**src/rtl/m_cp0_exc_pkg.sv**
```systemverilog
// Shared CP0 constants: register numbers, exception codes and SR/Cause field positions.
package m_cp0_exc_pkg;

  localparam logic [4:0] CP0_SR    = 5'd12;
  localparam logic [4:0] CP0_CAUSE = 5'd13;
  localparam logic [4:0] CP0_EPC   = 5'd14;

  localparam logic [4:0] EXC_INT  = 5'd0;
  localparam logic [4:0] EXC_ADEL = 5'd4;
  localparam logic [4:0] EXC_ADES = 5'd5;
  localparam logic [4:0] EXC_RI   = 5'd10;
  localparam logic [4:0] EXC_OV   = 5'd12;

  localparam int unsigned SR_IM_LO     = 10;
  localparam int unsigned SR_EXL       = 1;
  localparam int unsigned SR_IE        = 0;
  localparam int unsigned CAUSE_BD     = 31;
  localparam int unsigned CAUSE_IP_LO  = 10;
  localparam int unsigned CAUSE_EXC_LO = 2;

  function automatic logic [31:0] pack_sr(logic [5:0] im, logic exl, logic ie);
    logic [31:0] v;
    v                     = '0;
    v[SR_IM_LO +: 6]      = im;
    v[SR_EXL]             = exl;
    v[SR_IE]              = ie;
    return v;
  endfunction

  function automatic logic [31:0] pack_cause(logic bd, logic [5:0] ip, logic [4:0] code);
    logic [31:0] v;
    v                     = '0;
    v[CAUSE_BD]           = bd;
    v[CAUSE_IP_LO +: 6]   = ip;
    v[CAUSE_EXC_LO +: 5]  = code;
    return v;
  endfunction

endpackage

```
**src/rtl/m_cp0_arb.sv**
```systemverilog
// Combinational interrupt/exception arbitration; interrupts win over synchronous exceptions.
module m_cp0_arb
  import m_cp0_exc_pkg::*;
(
  input  logic [5:0] hw_int,
  input  logic [5:0] im,
  input  logic       ie,
  input  logic       exl,
  input  logic [4:0] exc_code,
  output logic       req,
  output logic [4:0] code
);

  logic int_req;
  logic exc_req;

  always_comb begin
    int_req = (|(hw_int & im)) & ie & ~exl;
    exc_req = (exc_code != EXC_INT) & ~exl;
    req     = int_req | exc_req;
    code    = int_req ? EXC_INT : exc_code;
  end

endmodule

```
**src/rtl/m_cp0_exc.sv**
```systemverilog
// M-stage CP0 exception unit: holds SR/Cause/EPC, serves mfc0/mtc0/eret, raises flush/redirect.
module m_cp0_exc
  import m_cp0_exc_pkg::*;
#(
  parameter logic [31:0] HANDLER_ADDR = 32'h0000_4180,
  parameter logic [31:0] SR_RESET     = 32'h0000_0000
) (
  input  logic        clk,
  input  logic        reset,
  input  logic [31:0] pc_i,
  input  logic [4:0]  exc_code_i,
  input  logic        bd_i,
  input  logic [5:0]  hw_int_i,
  input  logic        cp0_we_i,
  input  logic [4:0]  cp0_addr_i,
  input  logic [31:0] cp0_wd_i,
  input  logic        eret_i,
  output logic [31:0] cp0_rd_o,
  output logic [31:0] epc_o,
  output logic        req_o,
  output logic [31:0] handler_o
);

  logic [5:0]  sr_im_q, sr_im_d;
  logic        sr_exl_q, sr_exl_d;
  logic        sr_ie_q, sr_ie_d;
  logic        cause_bd_q, cause_bd_d;
  logic [5:0]  cause_ip_q, cause_ip_d;
  logic [4:0]  cause_exc_q, cause_exc_d;
  logic [31:0] epc_q, epc_d;

  logic        arb_req;
  logic [4:0]  arb_code;
  logic        req;
  logic        unused_wd;

  assign unused_wd = ^{cp0_wd_i[31:16], cp0_wd_i[9:2]};

  m_cp0_arb u_arb (
    .hw_int   (hw_int_i),
    .im       (sr_im_q),
    .ie       (sr_ie_q),
    .exl      (sr_exl_q),
    .exc_code (exc_code_i),
    .req      (arb_req),
    .code     (arb_code)
  );

  // Held low during reset even if SR_RESET would otherwise allow a request.
  assign req       = arb_req & ~reset;
  assign req_o     = req;
  assign epc_o     = epc_q;
  assign handler_o = HANDLER_ADDR;

  always_comb begin
    sr_im_d     = sr_im_q;
    sr_exl_d    = sr_exl_q;
    sr_ie_d     = sr_ie_q;
    cause_bd_d  = cause_bd_q;
    cause_ip_d  = hw_int_i;
    cause_exc_d = cause_exc_q;
    epc_d       = epc_q;
    if (req) begin
      // The faulting instruction is flushed, so its mtc0/eret never happen.
      sr_exl_d    = 1'b1;
      cause_bd_d  = bd_i;
      cause_exc_d = arb_code;
      epc_d       = bd_i ? pc_i - 32'd4 : pc_i;
    end else begin
      if (cp0_we_i) begin
        case (cp0_addr_i)
          CP0_SR: begin
            sr_im_d  = cp0_wd_i[SR_IM_LO +: 6];
            sr_exl_d = cp0_wd_i[SR_EXL];
            sr_ie_d  = cp0_wd_i[SR_IE];
          end
          CP0_EPC: epc_d = cp0_wd_i;
          default: ;
        endcase
      end
      if (eret_i) sr_exl_d = 1'b0;
    end
  end

  always_ff @(posedge clk or posedge reset) begin
    if (reset) begin
      sr_im_q     <= SR_RESET[SR_IM_LO +: 6];
      sr_exl_q    <= SR_RESET[SR_EXL];
      sr_ie_q     <= SR_RESET[SR_IE];
      cause_bd_q  <= 1'b0;
      cause_ip_q  <= 6'd0;
      cause_exc_q <= 5'd0;
      epc_q       <= 32'd0;
    end else begin
      sr_im_q     <= sr_im_d;
      sr_exl_q    <= sr_exl_d;
      sr_ie_q     <= sr_ie_d;
      cause_bd_q  <= cause_bd_d;
      cause_ip_q  <= cause_ip_d;
      cause_exc_q <= cause_exc_d;
      epc_q       <= epc_d;
    end
  end

  always_comb begin
    cp0_rd_o = 32'd0;
    if (!reset) begin
      case (cp0_addr_i)
        CP0_SR:    cp0_rd_o = pack_sr(sr_im_q, sr_exl_q, sr_ie_q);
        CP0_CAUSE: cp0_rd_o = pack_cause(cause_bd_q, cause_ip_q, cause_exc_q);
        CP0_EPC:   cp0_rd_o = epc_q;
        default:   cp0_rd_o = 32'd0;
      endcase
    end
  end

endmodule

```
**config.mk**
```make
export PLATFORM = sky130hd
export DESIGN_NAME = m_cp0_exc
export DESIGN_NICKNAME = d
export VERILOG_FILES = /design/src/rtl/m_cp0_exc_pkg.sv /design/src/rtl/m_cp0_arb.sv /design/src/rtl/m_cp0_exc.sv
export SDC_FILE = /design/constraint.sdc
export NUM_CORES = 1
export LEC_CHECK = 0
export CAP_MARGIN = 30
export CORE_MARGIN = 2
export CORE_UTILIZATION = 35
export DETAILED_ROUTE_END_ITERATION = 6
export PLACE_DENSITY = 0.71
export RECOVER_POWER = 100
export SYNTH_ARGS = -nofsm -noshare
export SYNTH_HDL_FRONTEND = slang
export SYNTH_SLANG_ARGS = --single-unit
```
**constraint.sdc**
```tcl
create_clock -name clk -period 5.5 [get_ports clk]
set_input_delay 1.65 -clock clk [delete_from_list [all_inputs] [get_ports clk]]
set_output_delay 1.65 -clock clk [all_outputs]
set_load 0.03 [all_outputs]
```
==> results.md, run 1 <==
- DR pass1 iterations: 4
- CTS tree: yes
- GP Congestion: 0.8098
- Failing checks: capacitance limit, slew limit
- Critical path class: in -> out
- Post-CTS Setup Inserts: 0
- Area of the multi-input gates: 1957 um2
- Fin. max-slew vios: 30
- Worst path slowest cell: clkdlybuf4s50_1
- Most frequent cell after synthesis: mux2i_1
- Cell Chain, Critical Path: dlygate4sd3_1 > a22oi_1 > a31oi_1 > o31ai_4 > inv_1 > clkdlybuf4s50_1
- Sequential cell area: 1301 um2
- NumNets Final: 581
- Ant diodes: 0
- Area Growth Syn to Fin: 41.56%
- Internal power: 781.5 uW
- Initial Utilization: 36.02%
- Slew headroom: -33.16%
- Fmax: 188.1 MHz
- FFs w/ async S/R, synth: 100.0%
- Via density: 4.882
- Total negative slack: 0 ns
- 1st-iter DRT viols: 79
- Placed cell area: 4945 um2
- Avg WL per Cell: 15.60 um
- Maximum vdd drop: 0.09310 mV
- MaxCap Viol Count: 1
- Largest area contributor in the netlist: dfrtp_1
- Worst Tran Pin Value: 1.997 ns
- Register share of total power: 41.4%
- Share of total power in the clock network: 18.5%
- First-pass GRT wire length: 15.73 mm
- Area fraction of the dominant cell type after synthesis: 37.13%
- Worst-path maximum fanout: 2
- Placeable Area: 9729 um2
- IO Count: 182
- Main area contributors after synthesis: dfrtp_1, mux2i_1, buf_4, xor2_1, and3_1
- Chip height: 104.1 um
- Number of synthesized flops with an enable pin: 0
- Die Wd: 104.1 um
- Startpoint types: primary input
- R2R Setup Slk: 2.40 ns
- IO Port Bufs: 149
- Fillers: 943
- Row cnt: 36
- Clock-pin slew on the worst setup and hold paths: 0.10 ns
- Average size of a mapped cell: 9.956 um2
- Fin area: 4961 um2
- Hold Slack: 0.5024 ns
- Period minus WS final: 5.317 ns
- Final setup viols: 0
- CTS buffer count: 5
- Clock tree buffer depth: 2
- Antenna violations before repair: 0
- Post-synth top cells: mux2i_1, dfrtp_1, buf_4, nor2_1
- Hold_sp: cause_bd_q$_DFFE_PP0P_
- RR Startpoint: sr_im_q[4]$_DFFE_PP0P_
- Critical Path RT: 3.85 ns
- Power, Total: 1.257 mW
- Final Hold Viols: 0
- #FFs+latches synth: 52
- Die ar.: 10,830 um2
- Layout cell share with drive strength beyond 1: 9.274%
- Remaining DRCs: 0
- CTS root buf: clkbuf_8
- Net Sw Frac: 37.82%
- Skew-Pair Late Insertion Delay: 0.31 ns
- Setup crit end kind: output pin
- Vias in the first global route: 3,113
- Worst hold path type: reg -> reg
- Part of the power in combinational logic: 40.1%
- Seq/Total Area, Yosys: 37.13%
- Max incr delay on CP: 0.59 ns
- Total congestion overflow: 0
- Mapped cell area: 3505 um2
- Final setup skew: 0.01067 ns
- CP startpoint: hw_int_i[4]
- Leak pwr: 2.119 nW
- Arr. time, crit path: 3.67 ns
- Final period utilization: 96.67%
- Post-DP HPWL: 7.408 mm
- Mapped Cells: 352
- Sw Pwr: 475.4 uW
- ANT nets after route: 0
- RSZ-0062 raised after global routing: no
- # hold bufs at CTS: 0
- Power Density: 253.3 nW/um2
- Routed WL: 9.811 mm
- Tot GR Track Use: 17.87%
- Cts repair resizes: 0
- H-tree levels: 2
- Unique cell type count in the Yosys netlist: 46
- Syn. warnings: 0
- Vias: 3,071
- Main synth FF type: dfrtp_1
- Largest net degree at the start of global routing: 56
- Status: finished with violations
- # clock sinks: 52
## routing by layer
layer,track usage (%),wire length [um],vias to the layer above
li1,-,-,1475
met4,3.282,74,0
met1,22.51,4323,1476
met2,31.34,4779,112
met3,4.323,635,8
met5,0,0,-
## cells in the final DEF (no fill, tap or decap), types with 5 or more instances in the layout
cell,synthesis,final
xnor2_1,9,9
conb_1,2,32
mux2i_1,54,54
o21ai_0,1,12
dlygate4sd3_1,0,39
xor2_1,18,18
mux2_1,8,8
nor3_1,5,5
clkdlybuf4s50_1,0,78
nand2_1,21,21
clkbuf_8,0,6
mux2_2,7,7
inv_1,5,6
dfrtp_1,52,52
nor4_1,5,5
and3_1,21,20
clkbuf_2,0,11
clkbuf_1,10,18
buf_4,34,10
a22oi_1,15,15
a22o_1,5,5
nor2_1,23,24
nand4_1,5,5
## power groups by stage
stage / clock network (mW) / registers, mW / logic (mW)
2_1_floorplan: 0 / 0.631 / 0.202
3_3_place_gp: 0 / 0.529 / 0.528
3_5_place_dp: 0 / 0.531 / 0.533
4_1_cts: 0.244 / 0.524 / 0.535
5_1_grt: 0.256 / 0.534 / 0.540
6_report: 0.233 / 0.521 / 0.504
## kinds of logic (layout without fill, tap and decap cells)
family	count (synthesis)	in the layout	synth area share, %
other cells	2	32	0.2143
compound gates	38	38	7.533
fa+ha+maj	1	1	0.3570
mux	69	69	20.24
flops	52	52	37.13
simple gates	105	105	17.46
xor+xnor	27	27	6.748
buf+inv	58	172	10.32
## final cells by class
| type | count | area share, % |
|---|---|---|
| Clock inverter | 2 | 0.3026 |
| Sequential cell | 52 | 26.23 |
| Tap cell | 133 | 3.354 |
| Inverter | 6 | 0.4540 |
| Multi-Input combinational cell | 272 | 39.45 |
| Timing Repair Buffer | 158 | 28.55 |
| Clock buffer | 6 | 1.665 |
## critical path, delay by kind of cell
kind | cells | cell delay (ns)
buffers and inverters | 3 | 1.24
AOI/OAI and AO/OA | 3 | 0.77
## flip-flops by register name (all words and copies together) (netlist names)
signal	count
sr_ie_q	1
sr_exl_q	1
epc_o	32
cause_bd_q	1
sr_im_q	6
cause_exc_q	5
cause_ip_q	6
## stage by stage
stage	setup slack (ns)	instances	util, %
after global routing	0.1037	629	50.99
after floorplan	0.8551	382	-
final	0.1834	629	50.99
after detailed placement	0.2792	620	50.82
after CTS	0.2775	628	51.83
after global placement	0.2798	620	50.82
## worst paths after layout
check / cells past startpoint / endpoint
worst max-delay path: 6 / req_o
worst max register to register: 5 / sr_exl_q$_DFFE_PP0P_
worst min-delay path: 1 / cause_bd_q$_DFFE_PP0P_
max in group asynchronous: 4 / epc_o[1]$_DFFE_PP0P_
worst min register to register: 1 / cause_bd_q$_DFFE_PP0P_
min in group asynchronous: 4 / epc_o[10]$_DFFE_PP0P_
No activity file was read; power rests on OpenSTA's default activity.
==> run 2, diff against run 1 <==
CAP_MARGIN = 20   (was 30)
SLEW_MARGIN = 0   (was unset)
==> run 2 against run 1 <==
  * The flow still finishes with violations (capacitance limit, slew limit)
  * First-iteration DRC count up 11%
  * Clock skew about the same
  * Sequential power about the same
  * Global-route usage unchanged
  * Count of clock-buffer cells in the layout unchanged
  * Cell area down 0.66%
  * Flip-flop and latch count unchanged
  * Die area unchanged
  * Fmax about the same
  * Worst hold slack worse by 0.0053 ns
==> results.md, run 2 (same netlist as run 1, synthesis figures left out) <==
- Status: finished with violations
- Failing checks: capacitance limit, slew limit
- Routed WL: 9.767 mm (-0.45%)
- CTS buffer count: 5 (unchanged)
- Worst Tran Pin Value: 2.057 ns (+0.06015 ns)
- Layout cell share with drive strength beyond 1: 8.687% (-0.59 points)
- Die Wd: 104.1 um (unchanged)
- Slew headroom: -37.17% (-4.0 points)
- Internal power: 781.1 uW (about the same)
- Setup crit end kind: output pin
- Net Sw Frac: 37.81% (about the same)
- Most frequent cells in the layout: clkdlybuf4s50_1, mux2i_1, dfrtp_1
- MaxCap Viol Count: 2 (+1)
- Hold depth: 1 (unchanged)
- Final Hold Viols: 0 (unchanged)
- Most used routing layer in global routing: met2
- Skew-Pair Late Insertion Delay: 0.31 ns (about the same)
- NumNets Final: 580 (-0.17%)
- IO Count: 182 (unchanged)
- Largest net degree at the start of global routing: 56 (unchanged)
- Placed insts: 620 (unchanged)
- Ant diodes: 0 (unchanged)
- IO Port Bufs: 149 (unchanged)
- Row cnt: 36 (unchanged)
- Final setup skew: 0.01107 ns (+0.0003958 ns)
- Vias: 3,058 (-0.42%)
- Arr. time, crit path: 3.67 ns (about the same)
- ANT nets after route: 0 (unchanged)
- Placeable Area: 9729 um2 (unchanged)
- Antenna violations before repair: 0 (unchanged)
- Vias in the first global route: 3,113 (unchanged)
- RR Startpoint: sr_im_q[4]$_DFFE_PP0P_
- Placed cell area: 4945 um2 (unchanged)
- Clock-pin slew on the worst setup and hold paths: 0.09 ns (about the same)
- Share of total power in the clock network: 18.5% (about the same)
- GR Layer Usage met1: 22.51% (unchanged)
- RSZ-0062 raised after global routing: no
- H-tree levels: 2 (unchanged)
- Power Density: 254.9 nW/um2 (+0.60%)
- Initial Utilization: 36.02% (unchanged)
- # clock sinks: 52 (unchanged)
- Worst-path maximum fanout: 2 (unchanged)
- Final period utilization: 96.74% (about the same)
- CTS root buf: clkbuf_8
- Clock tree buffer depth: 2 (unchanged)
- Sequential cell area: 1301 um2 (unchanged)
- Remaining DRCs: 0 (unchanged)
- DR pass1 iterations: 4 (unchanged)
- Post-CTS Setup Inserts: 0 (unchanged)
- Tot GR Track Use: 17.87% (unchanged)
- Die ar.: 10,830 um2 (unchanged)
- FF-to-FF path depth: 5 (unchanged)
- Via density: 4.869 (-0.26%)
- Critical path class: in -> out
- Fillers: 946 (+0.32%)
- Sw Pwr: 475.0 uW (about the same)
- Leak pwr: 2.105 nW (-0.69%)
- Total congestion overflow: 0 (unchanged)
- Post-DP HPWL: 7.408 mm (unchanged)
- Chip height: 104.1 um (unchanged)
- Area of the multi-input gates: 1956 um2 (about the same)
- Area Growth Syn to Fin: 40.63%
- Post-route insts no fill: 628 (-0.16%)
- # hold bufs at CTS: 0 (unchanged)
- GP Congestion: 0.8098 (unchanged)
- Startpoint types: primary input
- Part of the power in combinational logic: 40.1% (about the same)
- Hold_sp: sr_ie_q$_DFFE_PP0P_
- Avg WL per Cell: 15.55 um (-0.29%)
- Register share of total power: 41.4% (about the same)
- Max reg flops: 32 (unchanged)
- Total negative slack: 0 ns (unchanged)
- Final setup viols: 0 (unchanged)
- CP startpoint: hw_int_i[4]
- Fmax: 187.9 MHz (about the same)
- CTS tree: yes
- Critical Path RT: 3.85 ns (about the same)
- Place WS: 0.2792 ns (unchanged)
- Fin worst setup slack: 0.1792 ns (-0.004239 ns)
- Grt met2 use: 31.34% (unchanged)
- Worst hold path type: reg -> reg
- Cts repair resizes: 0 (unchanged)
- Fin area: 4928 um2 (-0.66%)
- Fin. max-slew vios: 63 (+110%)
- Period minus WS final: 5.321 ns (+0.004239 ns)
- 1st-iter DRT viols: 88 (+11%)
- Maximum vdd drop: 0.09227 mV (-0.89%)
- Met3 Use GR: 4.323% (unchanged)
- First-pass GRT wire length: 15.73 mm (unchanged)
- Commonest non-fill, non-tap cell in the layout: clkdlybuf4s50_1
[run 2: path summary, 6_finish.rpt]
check                                              to  slack (ns)
worst min-delay path              sr_ie_q$_DFFE_PP0P_        0.50
max in group asynchronous        sr_exl_q$_DFFE_PP0P_        2.78
min in group asynchronous       epc_o[10]$_DFFE_PP0P_        1.98
worst min register to register    sr_ie_q$_DFFE_PP0P_        0.50
worst max-delay path                            req_o        0.18
worst max register to register   sr_exl_q$_DFFE_PP0P_        2.37
[run 2: final cells by class]
class | instances | share of cell area, %
inverter | 6 | 0.4570
multi-input combinational | 272 | 39.68
clock buffer | 6 | 1.676
clock inverter | 2 | 0.3046
timing repair buffer | 157 | 28.10
tap | 133 | 3.376
sequential | 52 | 26.40
[run 2: per-stage QoR]
step	power, mW	util (%)	hold WS, ns
global route	1.330	50.66	0.5298
finish	1.256	50.66	0.4970
CTS	1.303	51.83	0.5016
floorplan	0.8327	-	0.4581
detailed placement	1.064	50.82	0.4794
global placement	1.057	50.82	0.4694
[run 2: worst max-delay path: stages]
cell and delay [ns]:
dlygate4sd3_1 0.55, a22oi_1 0.12, a31oi_1 0.50, o31ai_4 0.09, inv_1 0.09, clkdlybuf4s50_1 0.67
[run 2: routing by layer]
layer	up-vias	routed length, um
met2	115	4804
met5	-	0
li1	1475	-
met1	1463	4265
met4	0	54
met3	5	642
[run 2: power groups by stage]
stage          registers, mW  logic [mW]  clock network, mW
2_1_floorplan          0.631       0.202                  0
3_3_place_gp           0.529       0.528                  0
3_5_place_dp           0.531       0.533                  0
4_1_cts                0.524       0.535              0.244
5_1_grt                0.534       0.540              0.256
6_report               0.520       0.503              0.232
==> run 3, diff against run 2 <==
TNS_END_PERCENT = 5   (was unset)
==> results of run 3 <==
No change in the layout: final DEF, timing and power equal those of run 2.
